--- src/rtl/sht40_measure_ctrl.sv ---
// sht40_measure_ctrl
// Sequences one SHT40 measurement through an external I2C master:
// command write, conversion wait, 6-byte read, CRC-8 check of both words,
// and publication of the raw temperature and humidity words.
// A watchdog bounds every state that waits on the master.

module sht40_measure_ctrl #(
    parameter logic [6:0]  SHT_ADDR         = 7'h44,
    parameter logic [7:0]  CMD              = 8'hFD,
    parameter int unsigned MEAS_WAIT_CYCLES = 20000,
    parameter int unsigned TIMEOUT_CYCLES   = 65535
) (
    input  logic        clk,
    input  logic        rst_n,
    input  logic        start,
    output logic        busy,
    output logic        Processor_Ready,
    output logic [6:0]  Peripheral_Address,
    output logic        r_or_w,
    output logic        i2c_writes,
    output logic [7:0]  Tx_Byte,
    output logic [3:0]  SHT_Reads,
    output logic        CRC_Error,
    input  logic [7:0]  Data_Received,
    input  logic [3:0]  Output_Received_Counter,
    input  logic        master_done,
    output logic [15:0] temp_raw,
    output logic [15:0] rh_raw,
    output logic        data_valid,
    output logic        crc_err,
    output logic        timeout
);

    localparam int MW = (MEAS_WAIT_CYCLES > 1) ? $clog2(MEAS_WAIT_CYCLES) : 1;
    localparam int TW = (TIMEOUT_CYCLES > 1) ? $clog2(TIMEOUT_CYCLES) : 1;

    localparam logic [3:0] S_IDLE       = 4'd0;
    localparam logic [3:0] S_WR_REQ     = 4'd1;
    localparam logic [3:0] S_WR_WAIT    = 4'd2;
    localparam logic [3:0] S_MEAS_WAIT  = 4'd3;
    localparam logic [3:0] S_RD_REQ     = 4'd4;
    localparam logic [3:0] S_RD_COLLECT = 4'd5;
    localparam logic [3:0] S_RD_END     = 4'd6;
    localparam logic [3:0] S_RESULT     = 4'd7;
    localparam logic [3:0] S_ABORT      = 4'd8;

    // Sensirion CRC-8 over one byte: poly 0x31, MSB first, unrolled 8 steps
    function automatic logic [7:0] crc8_byte(input logic [7:0] crc_in, input logic [7:0] data);
        logic [7:0] c;
        c = crc_in ^ data;
        for (int i = 0; i < 8; i++) begin
            c = c[7] ? ((c << 1) ^ 8'h31) : (c << 1);
        end
        return c;
    endfunction

    logic [3:0]    r_state;
    logic [3:0]    w_next;
    logic [2:0]    r_idx;
    logic [15:0]   r_temp_buf;
    logic [15:0]   r_rh_buf;
    logic [7:0]    r_crc;
    logic [3:0]    r_prev_cnt;
    logic [MW-1:0] r_meas_cnt;
    logic [TW-1:0] r_wd_cnt;
    logic          r_busy;
    logic          r_proc_ready;
    logic          r_r_or_w;
    logic          r_crc_error;
    logic [15:0]   r_temp;
    logic [15:0]   r_rh;
    logic          r_data_valid;
    logic          r_crc_err;
    logic          r_timeout;

    logic          w_accept;
    logic          w_strobe;
    logic          w_crc_fail;
    logic          w_wd_run;
    logic          w_wd_zero;
    logic          w_set_to;
    logic          w_abort;

    assign w_accept   = (r_state == S_IDLE) && start;
    // Inequality only: a 15->0 wrap of the master's counter is still a new byte
    assign w_strobe   = (r_state == S_RD_COLLECT) && (Output_Received_Counter != r_prev_cnt);
    assign w_crc_fail = w_strobe && ((r_idx == 3'd2) || (r_idx == 3'd5)) && (Data_Received != r_crc);
    assign w_wd_run   = (r_state == S_WR_WAIT) || (r_state == S_RD_COLLECT) ||
                        (r_state == S_RD_END)  || (r_state == S_ABORT);
    assign w_wd_zero  = (r_wd_cnt == '0);

    // Next-state decode, plus the timeout and CRC-abort events it implies
    always_comb begin
        w_next   = r_state;
        w_set_to = 1'b0;
        w_abort  = 1'b0;
        case (r_state)
            S_IDLE: begin
                if (start) w_next = S_WR_REQ;
                else       w_next = S_IDLE;
            end
            S_WR_REQ: w_next = S_WR_WAIT;
            S_WR_WAIT: begin
                if (master_done) begin
                    w_next = S_MEAS_WAIT;
                end else if (w_wd_zero) begin
                    w_next   = S_IDLE;
                    w_set_to = 1'b1;
                end else begin
                    w_next = S_WR_WAIT;
                end
            end
            S_MEAS_WAIT: begin
                if (r_meas_cnt == '0) w_next = S_RD_REQ;
                else                  w_next = S_MEAS_WAIT;
            end
            S_RD_REQ: w_next = S_RD_COLLECT;
            S_RD_COLLECT: begin
                if (master_done) begin
                    // master finished before all six bytes arrived
                    w_next   = S_IDLE;
                    w_set_to = 1'b1;
                end else if (w_crc_fail) begin
                    w_next  = S_ABORT;
                    w_abort = 1'b1;
                end else if (w_strobe && (r_idx == 3'd5)) begin
                    w_next = S_RD_END;
                end else if (w_strobe) begin
                    w_next = S_RD_COLLECT;
                end else if (w_wd_zero) begin
                    w_next   = S_IDLE;
                    w_set_to = 1'b1;
                end else begin
                    w_next = S_RD_COLLECT;
                end
            end
            S_RD_END: begin
                if (master_done) begin
                    w_next = S_RESULT;
                end else if (w_wd_zero) begin
                    w_next   = S_IDLE;
                    w_set_to = 1'b1;
                end else begin
                    w_next = S_RD_END;
                end
            end
            S_RESULT: w_next = S_IDLE;
            S_ABORT: begin
                if (master_done) begin
                    w_next = S_IDLE;
                end else if (w_wd_zero) begin
                    w_next   = S_IDLE;
                    w_set_to = 1'b1;
                end else begin
                    w_next = S_ABORT;
                end
            end
            default: w_next = S_IDLE;
        endcase
    end

    // State register and registered control outputs/flags
    always_ff @(posedge clk or negedge rst_n) begin
        if (!rst_n) begin
            r_state      <= S_IDLE;
            r_busy       <= 1'b0;
            r_proc_ready <= 1'b0;
            r_r_or_w     <= 1'b0;
            r_crc_error  <= 1'b0;
            r_data_valid <= 1'b0;
            r_crc_err    <= 1'b0;
            r_timeout    <= 1'b0;
            r_temp       <= 16'h0000;
            r_rh         <= 16'h0000;
        end else begin
            r_state      <= w_next;
            r_busy       <= (w_next != S_IDLE);
            r_proc_ready <= (w_next == S_WR_REQ) || (w_next == S_RD_REQ);
            r_crc_error  <= w_abort;
            r_data_valid <= (w_next == S_RESULT);
            if (w_next == S_WR_REQ)      r_r_or_w <= 1'b0;
            else if (w_next == S_RD_REQ) r_r_or_w <= 1'b1;
            else                         r_r_or_w <= r_r_or_w;
            if (w_accept) begin
                r_crc_err <= 1'b0;
                r_timeout <= 1'b0;
            end else begin
                r_crc_err <= r_crc_err | w_abort;
                r_timeout <= r_timeout | w_set_to;
            end
            if (w_next == S_RESULT) begin
                r_temp <= r_temp_buf;
                r_rh   <= r_rh_buf;
            end else begin
                r_temp <= r_temp;
                r_rh   <= r_rh;
            end
        end
    end

    // Byte collection: index, word shift buffers, running CRC, last counter seen
    always_ff @(posedge clk or negedge rst_n) begin
        if (!rst_n) begin
            r_idx      <= 3'd0;
            r_temp_buf <= 16'h0000;
            r_rh_buf   <= 16'h0000;
            r_crc      <= 8'h00;
            r_prev_cnt <= 4'd0;
        end else if (w_accept) begin
            r_idx      <= 3'd0;
            r_temp_buf <= 16'h0000;
            r_rh_buf   <= 16'h0000;
            r_crc      <= 8'h00;
            r_prev_cnt <= r_prev_cnt;
        end else if (r_state == S_RD_REQ) begin
            r_prev_cnt <= Output_Received_Counter;
        end else if (w_strobe) begin
            r_prev_cnt <= Output_Received_Counter;
            r_idx      <= r_idx + 3'd1;
            // bytes 0/3 restart the CRC, bytes 1/4 extend it, 2/5 are checked
            if ((r_idx == 3'd0) || (r_idx == 3'd3)) r_crc <= crc8_byte(8'hFF, Data_Received);
            else                                    r_crc <= crc8_byte(r_crc, Data_Received);
            if (r_idx < 3'd2)                           r_temp_buf <= {r_temp_buf[7:0], Data_Received};
            else if ((r_idx == 3'd3) || (r_idx == 3'd4)) r_rh_buf  <= {r_rh_buf[7:0], Data_Received};
            else                                         r_rh_buf  <= r_rh_buf;
        end else begin
            r_idx <= r_idx;
        end
    end

    // Conversion delay counter and master watchdog
    always_ff @(posedge clk or negedge rst_n) begin
        if (!rst_n) begin
            r_meas_cnt <= '0;
            r_wd_cnt   <= '0;
        end else begin
            if ((r_state == S_WR_WAIT) && (w_next == S_MEAS_WAIT))
                r_meas_cnt <= MW'(MEAS_WAIT_CYCLES - 1);
            else if ((r_state == S_MEAS_WAIT) && (r_meas_cnt != '0))
                r_meas_cnt <= r_meas_cnt - MW'(1);
            else
                r_meas_cnt <= r_meas_cnt;
            // a strobe reloads even when the count has just run out
            if ((w_next != r_state) || w_strobe)
                r_wd_cnt <= TW'(TIMEOUT_CYCLES - 1);
            else if (w_wd_run && !w_wd_zero)
                r_wd_cnt <= r_wd_cnt - TW'(1);
            else
                r_wd_cnt <= r_wd_cnt;
        end
    end

    assign busy               = r_busy;
    assign Processor_Ready    = r_proc_ready;
    assign Peripheral_Address = SHT_ADDR;
    assign r_or_w             = r_r_or_w;
    assign i2c_writes         = 1'b1;
    assign Tx_Byte            = CMD;
    assign SHT_Reads          = 4'd5;
    assign CRC_Error          = r_crc_error;
    assign temp_raw           = r_temp;
    assign rh_raw             = r_rh;
    assign data_valid         = r_data_valid;
    assign crc_err            = r_crc_err;
    assign timeout            = r_timeout;

endmodule

--- config.mk ---
export PLATFORM = sky130hd
export DESIGN_NAME = sht40_measure_ctrl
export DESIGN_NICKNAME = d
export VERILOG_FILES = /design/src/rtl/sht40_measure_ctrl.sv
export SDC_FILE = /design/constraint.sdc
export NUM_CORES = 1
export LEC_CHECK = 0
export ABC_AREA = 1
export CAP_MARGIN = 0
export CORE_MARGIN = 3
export CORE_UTILIZATION = 55
export DETAILED_ROUTE_END_ITERATION = 12
export PLACE_DENSITY = 0.8
export SLEW_MARGIN = 10
export SYNTH_ARGS = -nofsm -noshare
export SYNTH_HDL_FRONTEND = slang
export SYNTH_SLANG_ARGS = --single-unit
--- constraint.sdc ---
create_clock -name clk -period 3.4 [get_ports clk]
set_input_delay 0.85 -clock clk [delete_from_list [all_inputs] [get_ports clk]]
set_output_delay 0.85 -clock clk [all_outputs]
set_load 0.05 [all_outputs]
==> summary.txt, run 1 <==
Synthesis
  – Mapped Area: 6130 µm²
  – Area share of the leading cell type in the synthesized netlist: 49.4%
  – Cell count after synthesis: 745
  – Cell types occupying the most area after synthesis: dfrtp_1, nand2_1, inv_1, o21ai_0, xor2_1
  – Proportion of synthesized flip-flops having asynchronous set or reset: 100%
  – Sequential-to-total area share from yosys stat: 49.4%
  – Cell type contributing the most total cell area after synthesis: dfrtp_1
  – Count of different cell masters after synthesis: 34
  – Number of warnings reported in the yosys synthesis log: 0
  – Primary flip-flop cell chosen by synthesis mapping: dfrtp_1
  – Number of enable flip-flop cells after synthesis: 0
  – Seq cells post-synth: 121
  – Post-synthesis average cell area: 8.23 µm²

Finish
  – Signed area change from the synthesized netlist to the final layout: 19.6%
  – Multi-input combinational cell area: 2550 µm²
  – Number of nets in the finished design: 831
  – Flip-flop and latch area: 3030 µm²
  – Share of layout cells above drive strength 1: 6.34%
  – Antenna diode count: 0
  – Final-layout fill cell count: 823

Setup path
  – Kind of end point of the critical path: primary output
  – FF-to-FF End: r_wd_cnt[10]
  – Dominant delay contributor by cell family on the critical path: buffers and inverters
  – Worst-path maximum fanout: 2
  – Slowest library cell on the worst path: clkdlybuf4s50_1
  – RR Startpoint: r_meas_cnt[3]
  – Cell chain of the critical path: clkdlybuf4s50_1
  – Path type of the worst setup path: reg -> out
  – Maximum cell stage delay along the critical path: 0.82 ns
  – Reg2reg path depth: 12
  – Critical path depth in cells: 1
  – WP buf/inv: 1
  – Launching element type of the critical path: register
  – CP required: 2.55 ns
  – R2R setup slack: 0.99 ns
  – Worst EP arrival: 1.74 ns

Floorplanning
  – Number of placement rows: 37
  – I/O pin count: 75
  – Starting Density: 57.8%
  – Std-Cell Core Area: 10600 µm²
  – Die W: 112 µm
  – Die Area: 12400 µm²
  – Vertical die dimension: 112 µm

Pwr
  – Total Power: 5.48 mW
  – IR Drop Worst-Case VDD: 0.000476 V
  – Power per cell area: 748 nW/µm²
  – Static leakage: 3.46 nW

Global routing
  – First-pass GRT wire length: 23600 µm
  – Overflow left after global routing: 0
  – Number of global-route vias before repair: 5007
  – Pin count of the biggest net entering global routing: 65
  – Antenna violations before repair: 0
  – GRT Resource Usage Total: 23.1%

Clock network
  – CTS tree: done
  – Post CTS Setup Buffer Count: 0
  – Clock latency at the later pin of the worst-skew pair: 0.52 ns
  – CTS Hold Buffers Added: 0
  – Cts bufs inserted: 17
  – Worst-path clk slew: 0.07 ns
  – Clock Tree Buf Depth: 2
  – Number of gates resized after CTS: 0
  – Number of sinks on the clock net: 121
  – Clock root buffer: clkbuf_8
  – CTS H-tree depth: 4

STA
  – Transition at the pin with the smallest max-transition slack: 0.616 ns
  – Slew Limit Fails: 0
  – Hold Worst Slack: 0.304 ns
  – Setup clock skew after layout: 0.0143 ns
  – Final Hold Vio Count: 0
  – Setup TNS after final layout: 0 ns
  – Worst Setup Slack, final: 0.809 ns
  – RSZ-0062 raised after global routing: false
  – Final Critical Period: 2.59 ns
  – Worst rel slew slack: 58.9%
  – Fraction of the cycle the final worst path needs: 76.2%
  – Maximum clock frequency: 386 MHz
  – Setup violations, final: 0

Detailed routing
  – Antenna Nets Post-Route: 0
  – Via density per instance: 5.35
  – Routed vias: 5115
  – Final wirelength: 14100 µm
  – Number of design-rule violations left by the first detailed-router iteration: 378
  – Drt pass-1 iters: 6
  – Average detailed-routed wire length per instance: 14.7 µm
  – DRC violations left: 0

Placed design
  – DP HPWL: 9490 µm
  – Number of I/O port buffers: 54
  – RD Place Congestion: 0.921
  – Worst setup slack after placement: 0.313 ns

Hold path
  – Path category of the worst min-delay check: in -> async

Run
  – Reported max-cap violation count: 0

Outcome
  – Run status: finished, final reports clean
where the power goes:
part | total (mW) | switching [mW] | internal, mW | leakage [nW]
registers | 1.93 | 0.179 | 1.75 | 1.52
logic | 1.78 | 1.26 | 0.522 | 1.67
clock network | 1.77 | 0.695 | 1.08 | 0.276
stage by stage:
step / instance area, µm² / utilization (%) / instances
6_report: 7330 / 69.1 / 956
5_1_grt: 7330 / 69.1 / 956
4_1_cts: 7330 / 69.1 / 956
3_5_place_dp: 6740 / 63.6 / 924
3_3_place_gp: 6740 / 63.6 / 924
2_1_floorplan: 6200 / - / 763
flip-flops by register name, indices dropped and copies added, names as in the netlist:
signal and cells:
CRC_Error 1, Processor_Ready 1, busy 1, crc_err 1
data_valid 1, r_crc 8, r_idx 3, r_meas_cnt 15
r_or_w 1, r_prev_cnt 4, r_rh_buf 16, r_state 4
r_temp_buf 16, r_wd_cnt 16, rh_raw 16, temp_raw 16
timeout 1
Yosys cell counts (all sizes together), types with 12 or more instances:
| master | number |
|---|---|
| nand2 | 180 |
| dfrtp | 121 |
| inv | 103 |
| nor2 | 68 |
| o21ai | 63 |
| nand3 | 39 |
| xor2 | 31 |
| buf | 27 |
| a21oi | 21 |
| nor3 | 15 |
| o32ai | 15 |
| xnor2 | 12 |
final cells by class:
class                      instances  share of cell area, %
sequential                       121                   41.3
multi-input combinational        501                   34.7
timing repair buffer              61                   8.23
clock buffer                      18                   5.84
inverter                         105                   5.38
tap                              136                   2.32
clock inverter                    14                   2.18
cell usage in the layout (no fill, tap or decap), drive strengths merged:
master           n
ha               8
o31ai            2
bufinv           2
nor3            15
nor4             1
clkdlybuf4s50   53
o22ai            4
xor2            31
nand4            7
a31oi            1
nor3b            1
o32ai           15
nor2            68
nand3           39
clkbuf          18
conb            20
nand2          180
nand3b           9
o21ai           63
a22oi            1
clkinv           4
a21oi           21
buf              8
clkinvlp         4
inv            109
xnor2           12
or2              3
dfrtp          121
worst max-delay path by stage:
stage                               start       endpoint
3_5_place_dp             Data_Received[7]   r_wd_cnt[10]
6_report                      temp_raw[3]    temp_raw[3]
3_3_place_gp             Data_Received[7]    r_wd_cnt[5]
2_1_floorplan  Output_Received_Counter[1]   r_wd_cnt[13]
4_1_cts                       temp_raw[3]    temp_raw[3]
5_1_grt        Output_Received_Counter[0]  r_temp_buf[6]
cells by family (layout without fill, tap and decap cells):
logic type,after synthesis,in the layout,synth area share (%)
flops,121,121,49.4
xor+xnor,43,43,6.15
compound gates,107,107,10.1
other cells,2,20,0.123
simple gates,323,323,22.4
buf+inv,141,198,10.1
fa+ha+maj,8,8,1.63
routing by layer:
metal  track usage, %  vias to the layer above  part of all wire (%)
li1                 -                     2461                     -
met1             31.0                     2449                    43
met2             37.6                      175                    49
met3             4.89                       30                   5.8
met4             7.95                        0                   1.8
met5                0                        -                     0
Note: power is estimated with default switching activity, not from simulation.
==> run 2, diff against run 1 <==
--- a/config.mk
+++ b/config.mk
@@ -8,9 +8,9 @@
 export ABC_AREA = 1
 export CAP_MARGIN = 0
 export CORE_MARGIN = 3
-export CORE_UTILIZATION = 55
+export CORE_UTILIZATION = 51
 export DETAILED_ROUTE_END_ITERATION = 12
-export PLACE_DENSITY = 0.8
+export PLACE_DENSITY = 0.78
 export SLEW_MARGIN = 10
 export SYNTH_ARGS = -nofsm -noshare
 export SYNTH_HDL_FRONTEND = slang
==> constraint.sdc (replaced) <==
create_clock -name clk -period 2.1 [get_ports clk]
set_input_delay 0.525 -clock clk [delete_from_list [all_inputs] [get_ports clk]]
set_output_delay 0.525 -clock clk [all_outputs]
set_load 0.05 [all_outputs]
==> summary.txt, run 2 (synthesis gave the netlist of run 1 again) <==
Pwr
  – Static leakage: 4.13 nW (was 3.46 nW)
  – IR Drop Worst-Case VDD: 0.000961 V (was 0.000476 V)
  – Power per cell area: 1180 nW/µm² (was 748 nW/µm²)

Placed design
  – Worst setup slack after placement: -0.400 ns (was 0.313 ns)
  – Number of I/O port buffers: 54 (unchanged)
  – DP HPWL: 10100 µm (was 9490 µm)
  – RD Place Congestion: 0.925 (was 0.921)

Setup path
  – Kind of end point of the critical path: primary output (unchanged)
  – FF-to-FF End: r_wd_cnt[13] (was r_wd_cnt[10])
  – Worst-path maximum fanout: 1 (was 2)
  – Worst EP arrival: 1.53 ns (was 1.74 ns)
  – WP buf/inv: 1 (unchanged)
  – CP required: 1.57 ns (was 2.55 ns)
  – Cell chain of the critical path: clkdlybuf4s50_1 (unchanged)
  – Maximum cell stage delay along the critical path: 0.80 ns (was 0.82 ns)
  – Launching element type of the critical path: register (unchanged)
  – Path type of the worst setup path: reg -> out (unchanged)
  – R2R setup slack: 0.08 ns (was 0.99 ns)
  – Slowest library cell on the worst path: clkdlybuf4s50_1 (unchanged)
  – Dominant delay contributor by cell family on the critical path: buffers and inverters (unchanged)
  – RR Startpoint: r_wd_cnt[8] (was r_meas_cnt[3])
  – Reg2reg path depth: 11 (was 12)

Detailed routing
  – Number of design-rule violations left by the first detailed-router iteration: 408 (was 378)
  – Average detailed-routed wire length per instance: 15.1 µm (was 14.7 µm)
  – Routed vias: 5425 (was 5115)
  – Drt pass-1 iters: 5 (was 6)
  – Via density per instance: 5.29 (was 5.35)
  – Final wirelength: 15500 µm (was 14100 µm)
  – Antenna Nets Post-Route: 0 (unchanged)
  – DRC violations left: 0 (unchanged)

STA
  – Worst Setup Slack, final: 0.0427 ns (was 0.809 ns)
  – Setup violations, final: 0 (unchanged)
  – Setup clock skew after layout: 0.00850 ns (was 0.0143 ns)
  – Maximum clock frequency: 486 MHz
  – Transition at the pin with the smallest max-transition slack: 0.564 ns (was 0.616 ns)
  – Fraction of the cycle the final worst path needs: 98.0%
  – Final Hold Vio Count: 0 (unchanged)
  – Worst rel slew slack: 62.4% (was 58.9%)
  – Slew Limit Fails: 0 (unchanged)
  – RSZ-0062 raised after global routing: true (was false)
  – Hold Worst Slack: 0.0851 ns (was 0.304 ns)
  – Final Critical Period: 2.06 ns

Hold path
  – Path category of the worst min-delay check: in -> async (unchanged)

Floorplanning
  – Std-Cell Core Area: 11600 µm² (was 10600 µm²)
  – Vertical die dimension: 116 µm (was 112 µm)
  – Die Area: 13400 µm² (was 12400 µm²)
  – Starting Density: 53.0% (was 57.8%)
  – Number of placement rows: 39 (was 37)
  – Die W: 116 µm (was 112 µm)
  – I/O pin count: 75 (unchanged)

Clock network
  – Clock latency at the later pin of the worst-skew pair: 0.42 ns (was 0.52 ns)
  – Worst-path clk slew: 0.06 ns (was 0.07 ns)
  – Clock Tree Buf Depth: 2 (unchanged)
  – CTS tree: done (unchanged)
  – Number of sinks on the clock net: 121 (unchanged)
  – Cts bufs inserted: 17 (unchanged)
  – Clock root buffer: clkbuf_16 (was clkbuf_8)
  – CTS H-tree depth: 4 (unchanged)
  – CTS Hold Buffers Added: 0 (unchanged)

Global routing
  – Number of global-route vias before repair: 5247 (was 5007)
  – First-pass GRT wire length: 24800 µm (was 23600 µm)
  – Antenna violations before repair: 0 (unchanged)
  – Pin count of the biggest net entering global routing: 65 (unchanged)
  – Overflow left after global routing: 0 (unchanged)
  – GRT Resource Usage Total: 23.6% (was 23.1%)

Finish
  – Number of nets in the finished design: 895 (was 831)
  – Final-layout fill cell count: 879 (was 823)
  – Most frequent standard cell in the layout excluding fill and tap cells: nand2_1 (unchanged)
  – Multi-input combinational cell area: 2650 µm² (was 2550 µm²)
  – Share of layout cells above drive strength 1: 17.1% (was 6.34%)
  – Signed area change from the synthesized netlist to the final layout: 30.9% (was 19.6%)
  – Antenna diode count: 0 (unchanged)
  – Commonest cells after routing, fill and taps aside: nand2_1, dfrtp_1, inv_1 (unchanged)
  – Flip-flop and latch area: 3030 µm² (about the same)

Run
  – Reported max-cap violation count: 0 (unchanged)

Outcome
  – Run status: finished, final reports clean (unchanged)
==> run 2: cell count changes in the layout (fill, tap and decap cells not counted), moves of 6 or more <==
cell             previous run  this run
buf_4                       7        66
clkdlybuf4s50_1            53         4
dlygate4sd2_1               0        33
dlymetal6s2s_1              0        15
nor2_1                     66        55
nor2_2                      0         8
inv_1                     102        95
inv_2                       1         7
==> run 2: worst register-to-register path, stage by stage, from the launching register on <==
cell and delay (ns):
dfrtp_1 0.41, inv_1 0.11, nand2_1 0.08, nor2_2 0.18
nand4_1 0.22, a21oi_2 0.21, nand2_1 0.10, nand2_1 0.09
nand2_2 0.08, nor2_4 0.16, clkbuf_16 0.18, nand3b_1 0.08
==> run 2: through the flow <==
step,cells,total power [mW],setup TNS (ns),utilization [%],instance area (µm²)
5_1_grt,1026,9.98,-0.788,69.4,8020
3_5_place_dp,985,6.29,-15.15,62.4,7220
6_report,1026,9.46,0,69.4,8020
2_1_floorplan,763,5.15,0,-,6200
4_1_cts,1016,9.25,0,67.3,7780
3_3_place_gp,985,6.18,-13.24,62.4,7220
==> run 2: layout make-up <==
| cell class | instances | share of cell area [%] |
|---|---|---|
| well taps | 143 | 2.23 |
| repair buffers | 125 | 14.4 |
| flip-flops and latches | 121 | 37.8 |
| multi-input cells | 501 | 33.0 |
| clock buffers | 18 | 5.47 |
| inverters | 105 | 4.94 |
| clock inverters | 13 | 2.12 |
==> run 2: layer usage <==
layer	GRT usage (%)	share of wire (%)	wire length [µm]
met1	30.5	43	6660
met2	38.5	49	7550
met3	5.90	6.0	931
met4	9.36	2.1	317
met5	0	0	0
==> run 2: worst max path at each step <==
stage | endpoint | cells after the start | slack [ns] | start
3_5_place_dp | r_wd_cnt[2] | 15 | -0.40 | Data_Received[0]
3_3_place_gp | r_wd_cnt[4] | 14 | -0.32 | Output_Received_Counter[3]
5_1_grt | r_wd_cnt[4] | 13 | -0.06 | r_meas_cnt[5]
2_1_floorplan | r_wd_cnt[13] | 12 | 0.16 | Output_Received_Counter[1]
4_1_cts | rh_raw[11] | 1 | 0.0004 | rh_raw[11]
6_report | CRC_Error | 1 | 0.04 | CRC_Error
==> run 2: power breakdown <==
group / internal, mW / switching [mW] / total [mW]
clock network: 1.90 / 1.13 / 3.03
logic: 1.13 / 2.16 / 3.29
registers: 2.84 / 0.303 / 3.14
total: 5.87 / 3.59 / 9.46
==> run 2: timing repair <==
action | in CTS | in global routing
buffers inserted | 0 | 9
pin swaps | 0 | 14
cloned | 0 | 1
gates resized for setup | 33 | 56
setup endpoints to repair | 33 | 27
hold endpoints to repair | 0 | 0
